<file path="config.mk">
export PLATFORM = sky130hd
export DESIGN_NAME = time_set_ctrl
export DESIGN_NICKNAME = d
export VERILOG_FILES = /design/src/rtl/time_set_ctrl_pkg.sv /design/src/rtl/time_set_ctrl_btn_debounce.sv /design/src/rtl/time_set_ctrl.sv
export SDC_FILE = /design/constraint.sdc
export NUM_CORES = 1
export LEC_CHECK = 0
export ABC_AREA = 1
export ABC_CLOCK_PERIOD_IN_PS = 1800
export BUFFER_PORTS_ARGS = -buffer_cell sky130_fd_sc_hd__buf_2
export CORE_MARGIN = 2
export CORE_UTILIZATION = 31
export CTS_CLUSTER_DIAMETER = 40
export DETAILED_ROUTE_END_ITERATION = 8
export PLACE_DENSITY = 0.58
export SLEW_MARGIN = 20
export SYNTH_ARGS = -nofsm -noshare
export SYNTH_HDL_FRONTEND = slang
export SYNTH_SLANG_ARGS = --single-unit
</file>
<file path="constraint.sdc">
create_clock -name i_clk -period 1.8 [get_ports i_clk]
set_input_delay 0.54 -clock i_clk [delete_from_list [all_inputs] [get_ports i_clk]]
set_output_delay 0.54 -clock i_clk [all_outputs]
set_load 0.1 [all_outputs]
</file>
<file path="src/rtl/time_set_ctrl_pkg.sv">
// Shared types and constants for the time-set controller: FSM states,
// field limits, edit-select encodings and the wrapping step helper.
package time_set_ctrl_pkg;

    typedef enum logic [1:0] {
        ST_RUN      = 2'd0,
        ST_SET_HOUR = 2'd1,
        ST_SET_MIN  = 2'd2
    } state_e;

    localparam logic [6:0] HOUR_MAX = 7'd23;
    localparam logic [6:0] MIN_MAX  = 7'd59;

    localparam logic [1:0] SEL_RUN  = 2'b00;
    localparam logic [1:0] SEL_HOUR = 2'b01;
    localparam logic [1:0] SEL_MIN  = 2'b10;

    // One step up or down inside 0..max, wrapping at both ends.
    function automatic logic [6:0] step_wrap(input logic [6:0] v,
                                             input logic [6:0] max,
                                             input logic       up);
        if (up)
            return (v >= max) ? 7'd0 : v + 7'd1;
        else
            return ((v == 7'd0) || (v > max)) ? max : v - 7'd1;
    endfunction

    function automatic logic [1:0] edit_sel_of(input state_e s);
        case (s)
            ST_SET_HOUR: return SEL_HOUR;
            ST_SET_MIN:  return SEL_MIN;
            default:     return SEL_RUN;
        endcase
    endfunction

endpackage

</file>
<file path="src/rtl/time_set_ctrl_btn_debounce.sv">
// Button conditioning: 2-flop synchronizer, stable-level debounce and a
// one-cycle press pulse on the debounced rising edge.
module btn_debounce #(
    parameter int DEBOUNCE_CYCLES = 1_000_000
) (
    input  logic i_clk,
    input  logic i_reset,
    input  logic i_btn,
    output logic o_press
);

    localparam int CNT_W = (DEBOUNCE_CYCLES > 1) ? $clog2(DEBOUNCE_CYCLES) : 1;
    localparam logic [CNT_W-1:0] CNT_LAST = CNT_W'(DEBOUNCE_CYCLES - 1);

    logic             sync1_q, sync1_d;
    logic             sync2_q, sync2_d;
    logic [CNT_W-1:0] cnt_q, cnt_d;
    logic             level_q, level_d;
    logic             press_q, press_d;

    // The count only runs while the sample disagrees with the accepted level;
    // a sample matching the level again is a bounce and restarts it.
    always_comb begin
        sync1_d = i_btn;
        sync2_d = sync1_q;
        cnt_d   = '0;
        level_d = level_q;
        press_d = 1'b0;
        if (sync2_q != level_q) begin
            if (cnt_q == CNT_LAST) begin
                level_d = sync2_q;
                press_d = sync2_q;
            end else begin
                cnt_d = cnt_q + CNT_W'(1);
            end
        end
    end

    always_ff @(posedge i_clk or negedge i_reset) begin
        if (!i_reset) begin
            sync1_q <= 1'b0;
            sync2_q <= 1'b0;
            cnt_q   <= '0;
            level_q <= 1'b0;
            press_q <= 1'b0;
        end else begin
            sync1_q <= sync1_d;
            sync2_q <= sync2_d;
            cnt_q   <= cnt_d;
            level_q <= level_d;
            press_q <= press_d;
        end
    end

    assign o_press = press_q;

endmodule

</file>
<file path="src/rtl/time_set_ctrl.sv">
// Clock time-set controller: mode button walks RUN -> hour -> minute -> RUN,
// up/down edit the selected field, and leaving minute edit strobes o_load.
module time_set_ctrl
    import time_set_ctrl_pkg::*;
#(
    parameter int DEBOUNCE_CYCLES = 1_000_000
) (
    input  logic       i_clk,
    input  logic       i_reset,
    input  logic       i_btn_mode,
    input  logic       i_btn_up,
    input  logic       i_btn_down,
    input  logic [6:0] i_hour,
    input  logic [6:0] i_min,
    output logic       o_load,
    output logic [6:0] o_set_hour,
    output logic [6:0] o_set_min,
    output logic       o_setting,
    output logic [1:0] o_edit_sel
);

    logic mode_p, up_p, dn_p;
    logic up_ev, dn_ev;

    state_e     state_q, state_d;
    logic [6:0] hour_q, hour_d;
    logic [6:0] min_q, min_d;
    logic       load_q, load_d;
    logic       setting_q, setting_d;
    logic [1:0] sel_q, sel_d;

    btn_debounce #(.DEBOUNCE_CYCLES(DEBOUNCE_CYCLES)) u_db_mode (
        .i_clk(i_clk), .i_reset(i_reset), .i_btn(i_btn_mode), .o_press(mode_p));
    btn_debounce #(.DEBOUNCE_CYCLES(DEBOUNCE_CYCLES)) u_db_up (
        .i_clk(i_clk), .i_reset(i_reset), .i_btn(i_btn_up), .o_press(up_p));
    btn_debounce #(.DEBOUNCE_CYCLES(DEBOUNCE_CYCLES)) u_db_down (
        .i_clk(i_clk), .i_reset(i_reset), .i_btn(i_btn_down), .o_press(dn_p));

    // Up+down together cancel; mode wins over either of them.
    assign up_ev = up_p & ~dn_p & ~mode_p;
    assign dn_ev = dn_p & ~up_p & ~mode_p;

    always_comb begin
        state_d = state_q;
        hour_d  = hour_q;
        min_d   = min_q;
        load_d  = 1'b0;
        case (state_q)
            ST_RUN: begin
                if (mode_p) begin
                    state_d = ST_SET_HOUR;
                    hour_d  = (i_hour > HOUR_MAX) ? 7'd0 : i_hour;
                    min_d   = (i_min > MIN_MAX) ? 7'd0 : i_min;
                end
            end
            ST_SET_HOUR: begin
                if (mode_p)     state_d = ST_SET_MIN;
                else if (up_ev) hour_d  = step_wrap(hour_q, HOUR_MAX, 1'b1);
                else if (dn_ev) hour_d  = step_wrap(hour_q, HOUR_MAX, 1'b0);
            end
            ST_SET_MIN: begin
                if (mode_p) begin
                    state_d = ST_RUN;
                    load_d  = 1'b1;
                end
                else if (up_ev) min_d = step_wrap(min_q, MIN_MAX, 1'b1);
                else if (dn_ev) min_d = step_wrap(min_q, MIN_MAX, 1'b0);
            end
            default: state_d = ST_RUN;
        endcase
        setting_d = (state_d != ST_RUN);
        sel_d     = edit_sel_of(state_d);
    end

    always_ff @(posedge i_clk or negedge i_reset) begin
        if (!i_reset) begin
            state_q   <= ST_RUN;
            hour_q    <= 7'd0;
            min_q     <= 7'd0;
            load_q    <= 1'b0;
            setting_q <= 1'b0;
            sel_q     <= SEL_RUN;
        end else begin
            state_q   <= state_d;
            hour_q    <= hour_d;
            min_q     <= min_d;
            load_q    <= load_d;
            setting_q <= setting_d;
            sel_q     <= sel_d;
        end
    end

    assign o_load     = load_q;
    assign o_set_hour = hour_q;
    assign o_set_min  = min_q;
    assign o_setting  = setting_q;
    assign o_edit_sel = sel_q;

endmodule
</file>
==> run_results.csv <==
group,metric,value,unit
run_status,status,"completed",
setup_path,critPathMaxFanout,7,
floorplan,core_area,16600,µm²
drt,routed_wl,11.9,mm
timing,grt_setup_unrepaired,"false",
drt,wl_per_cell,12.1,µm
timing,timing.fmax,0.568,GHz
timing,period_share,97.8,%
setup_path,cp_cell_sequence,"buf_2",
power_and_ir_drop,p_int,3.08,mW
clock_network,clkTransAtPathRegs,0.07,ns
synth,synthTopCellsByArea,"dfrtp_1, nand2_1, nor2_1",
synth,async_flop_share,100,%
cells_and_area,nNetsFinal,788,
synth,syn-instance-count,707,
drt,drc,0,
setup_path,crit_buf_inv,1,
floorplan,io_pins,37,
clock_network,clock_sinks,92,
power_and_ir_drop,p_sw,0.910,mW
drt,viasPerCell,4.56,
timing,hold_viol,0,
timing,fin_crit,1.76,ns
power_and_ir_drop,power_frac_clock,43.2,%
cells_and_area,area_growth,16.7,%
floorplan,start_util,31.8,%
synth,synthesis.area,5290,µm²
clock_network,clk_path_buf_depth,2,
job,drv_cap,0,
timing,setup_viol,0,
global_routing,grtUsageTotal,13.8,%
setup_path,slowest_delay,0.45,ns
setup_path,cp_top_family,"buffers and inverters",
placed_design,place.port_buffers,36,
timing,final-max-slew-violation-count,0,
synth,synth_most_common_cell,"nand2_1",
floorplan,chipHeight,135,µm
synth,synth_nets,735,
timing,holdWs,0.112,ns
floorplan,die-area,18100,µm²
timing,max_slew_margin,67.2,%
power_and_ir_drop,vdd_drop_max,0.000322,V
synth,avgSynthCellArea,7.48,µm²
clock_network,clockRootBuffer,"clkbuf_16",
synth,yosysTopAreaCell,"dfrtp_1",
cells_and_area,nFillCells,1761,
cells_and_area,drive_above_1_share,14.2,%
timing,fin_ws,0.0404,ns
timing,worst_pin_slew,0.496,ns
global_routing,overflow,0,
clock_network,holdBufCountCts,0,
power_and_ir_drop,sw_frac_of_total,22.8,%
clock_network,cts_buffers,9,
setup_path,slowest_stage,"buf_2",
synth,synth-edff-count,0,
global_routing,grt_pass1_vias,4376,
clock_network,insertion_delay,0.34,ns
global_routing,antenna_found_initial,0,
drt,num_vias,4487,
worst_hold_path,hold_class,"in -> async",
setup_path,worstSetupPathType,"reg -> out",
power_and_ir_drop,p_comb_share,4.0,%
drt,drt_iter0_drc,247,
drt,dr.pass1.iters,4,
timing,finClkSkew,0.00612,ns
timing,finalSetupTns,0,ns
power_and_ir_drop,power_frac_seq,52.8,%
synth,seq_area_frac_synth,43.5,%
global_routing,grt_pass1_wl,20.5,mm
placed_design,place_hpwl,9.03,mm
synth,netlist.area_leader.share,43.5,%
cells_and_area,stdcell_count,985,
placed_design,gp_congestion,0.845,
synth,yosysWarnings,0,
clock_network,cts_tree,"done",
global_routing,grt_max_degree,29,
setup_path,worstSetupStartpointType,"flop",
setup_path,arrival,1.22,ns
floorplan,die_w,135,µm
synth,yosys-top-cells-count,"nand2_1, nor2_1, dfrtp_1",
setup_path,endpoint_kind,"output port",
drt,ant_nets,0,
clock_network,h-tree-depth,3,
synth,synth_seq_cells,92,
synth,ys_types,39,
placed_design,pre_cts_ws,0.143,ns
cells_and_area,final_util,37.1,%
power_and_ir_drop,p_per_area,646,nW/µm²
synth,synthFlopType,"dfrtp_1",
setup_path,worstPathRequired,1.26,ns
power_and_ir_drop,p_leak,2.86,nW
floorplan,num_rows,47,
cells_and_area,antenna_cells,0,
placed_design,dp_cells,969,
clock_network,cts_setup_buffers,0,
through the flow:
step | instance area, µm² | total power, mW
2_1_floorplan | 5310 | 2.21
4_1_cts | 6150 | 4.08
3_5_place_dp | 5880 | 2.31
5_1_grt | 6170 | 4.18
3_3_place_gp | 5880 | 2.31
6_report | 6170 | 3.99
cells by family after synthesis:
kind of cell    count (synthesis)  synth area share, %
compound gates                 60                 6.03
xor+xnor                       38                 6.29
fa+ha+maj                       9                 2.13
buf+inv                       103                 7.47
flops                          92                 43.5
simple gates                  405                 34.6
sequential cells by signal, summed over array words and instances, names as in the netlist, 2 cells and up:
register / flops
o_edit_sel: 2
state_q: 2
u_db_down.cnt_q: 20
u_db_up.cnt_q: 20
o_set_hour: 7
o_set_min: 7
u_db_mode.cnt_q: 20
power by group through the flow:
stage                     Combinational (mW)  Clock [mW]  Sequential (mW)
after floorplan                       0.0641           0             2.14
after global placement                 0.165           0             2.15
after detailed placement               0.165           0             2.15
after CTS                              0.166        1.81             2.11
after global routing                   0.186        1.88             2.11
final                                  0.159        1.72             2.11
area by class of cell:
class	count	area, µm²	share of cell area [%]
well taps	220	275	4.46
flip-flops and latches	92	2320	37.7
multi-input cells	512	2600	42.2
clock inverters	6	41.3	0.669
clock buffers	10	229	3.71
inverters	94	353	5.72
repair buffers	51	345	5.60
layout by cell type (no fill, tap or decap), drive strengths merged:
cell type | synthesis | routed
or2 | 2 | 2
dfrtp | 92 | 92
clkinvlp | 0 | 3
nand3b | 3 | 3
o21ai | 26 | 26
clkbuf | 3 | 13
and3 | 1 | 1
nor4 | 4 | 4
o21bai | 1 | 1
clkinv | 0 | 3
a21o | 1 | 1
xor2 | 31 | 31
xnor2 | 7 | 7
a31o | 1 | 1
o22ai | 2 | 2
buf | 6 | 48
nor3 | 28 | 28
nand2 | 162 | 162
a21oi | 27 | 27
nor2 | 126 | 126
ha | 9 | 9
nand3 | 52 | 52
inv | 94 | 94
o31ai | 1 | 1
nor3b | 5 | 5
a31oi | 1 | 1
nand4 | 22 | 22
per-layer routing:
layer	GRT usage (%)	part of all wire (%)	vias to the layer above
met2	22.8	47	44
li1	-	-	2361
met4	5.15	1.4	0
met5	0	0	-
met1	18.5	49	2071
met3	1.84	2.3	11
final timing paths:
path                                 start                end  slack (ns)  depth (start not counted)
setup / recovery             o_set_hour[0]      o_set_hour[0]        0.04                          1
hold / removal                     i_reset    u_db_up.sync2_q        0.11                          1
setup reg to reg              o_set_min[0]       o_set_min[5]        0.16                         12
hold reg to reg            u_db_up.sync1_q    u_db_up.sync2_q        0.34                          0
min in group i_clk              i_btn_down  u_db_down.sync1_q        0.31                          1
max in group asynchronous          i_reset      o_set_hour[4]        1.21                          2
what timing repair did:
item / 4_1_cts / 5_1_grt
pin swaps: 0 / 0
endpoints found under the setup margin: 1 / 8
gates resized for setup: 1 / 7
Note: power is estimated with default switching activity, not from simulation.
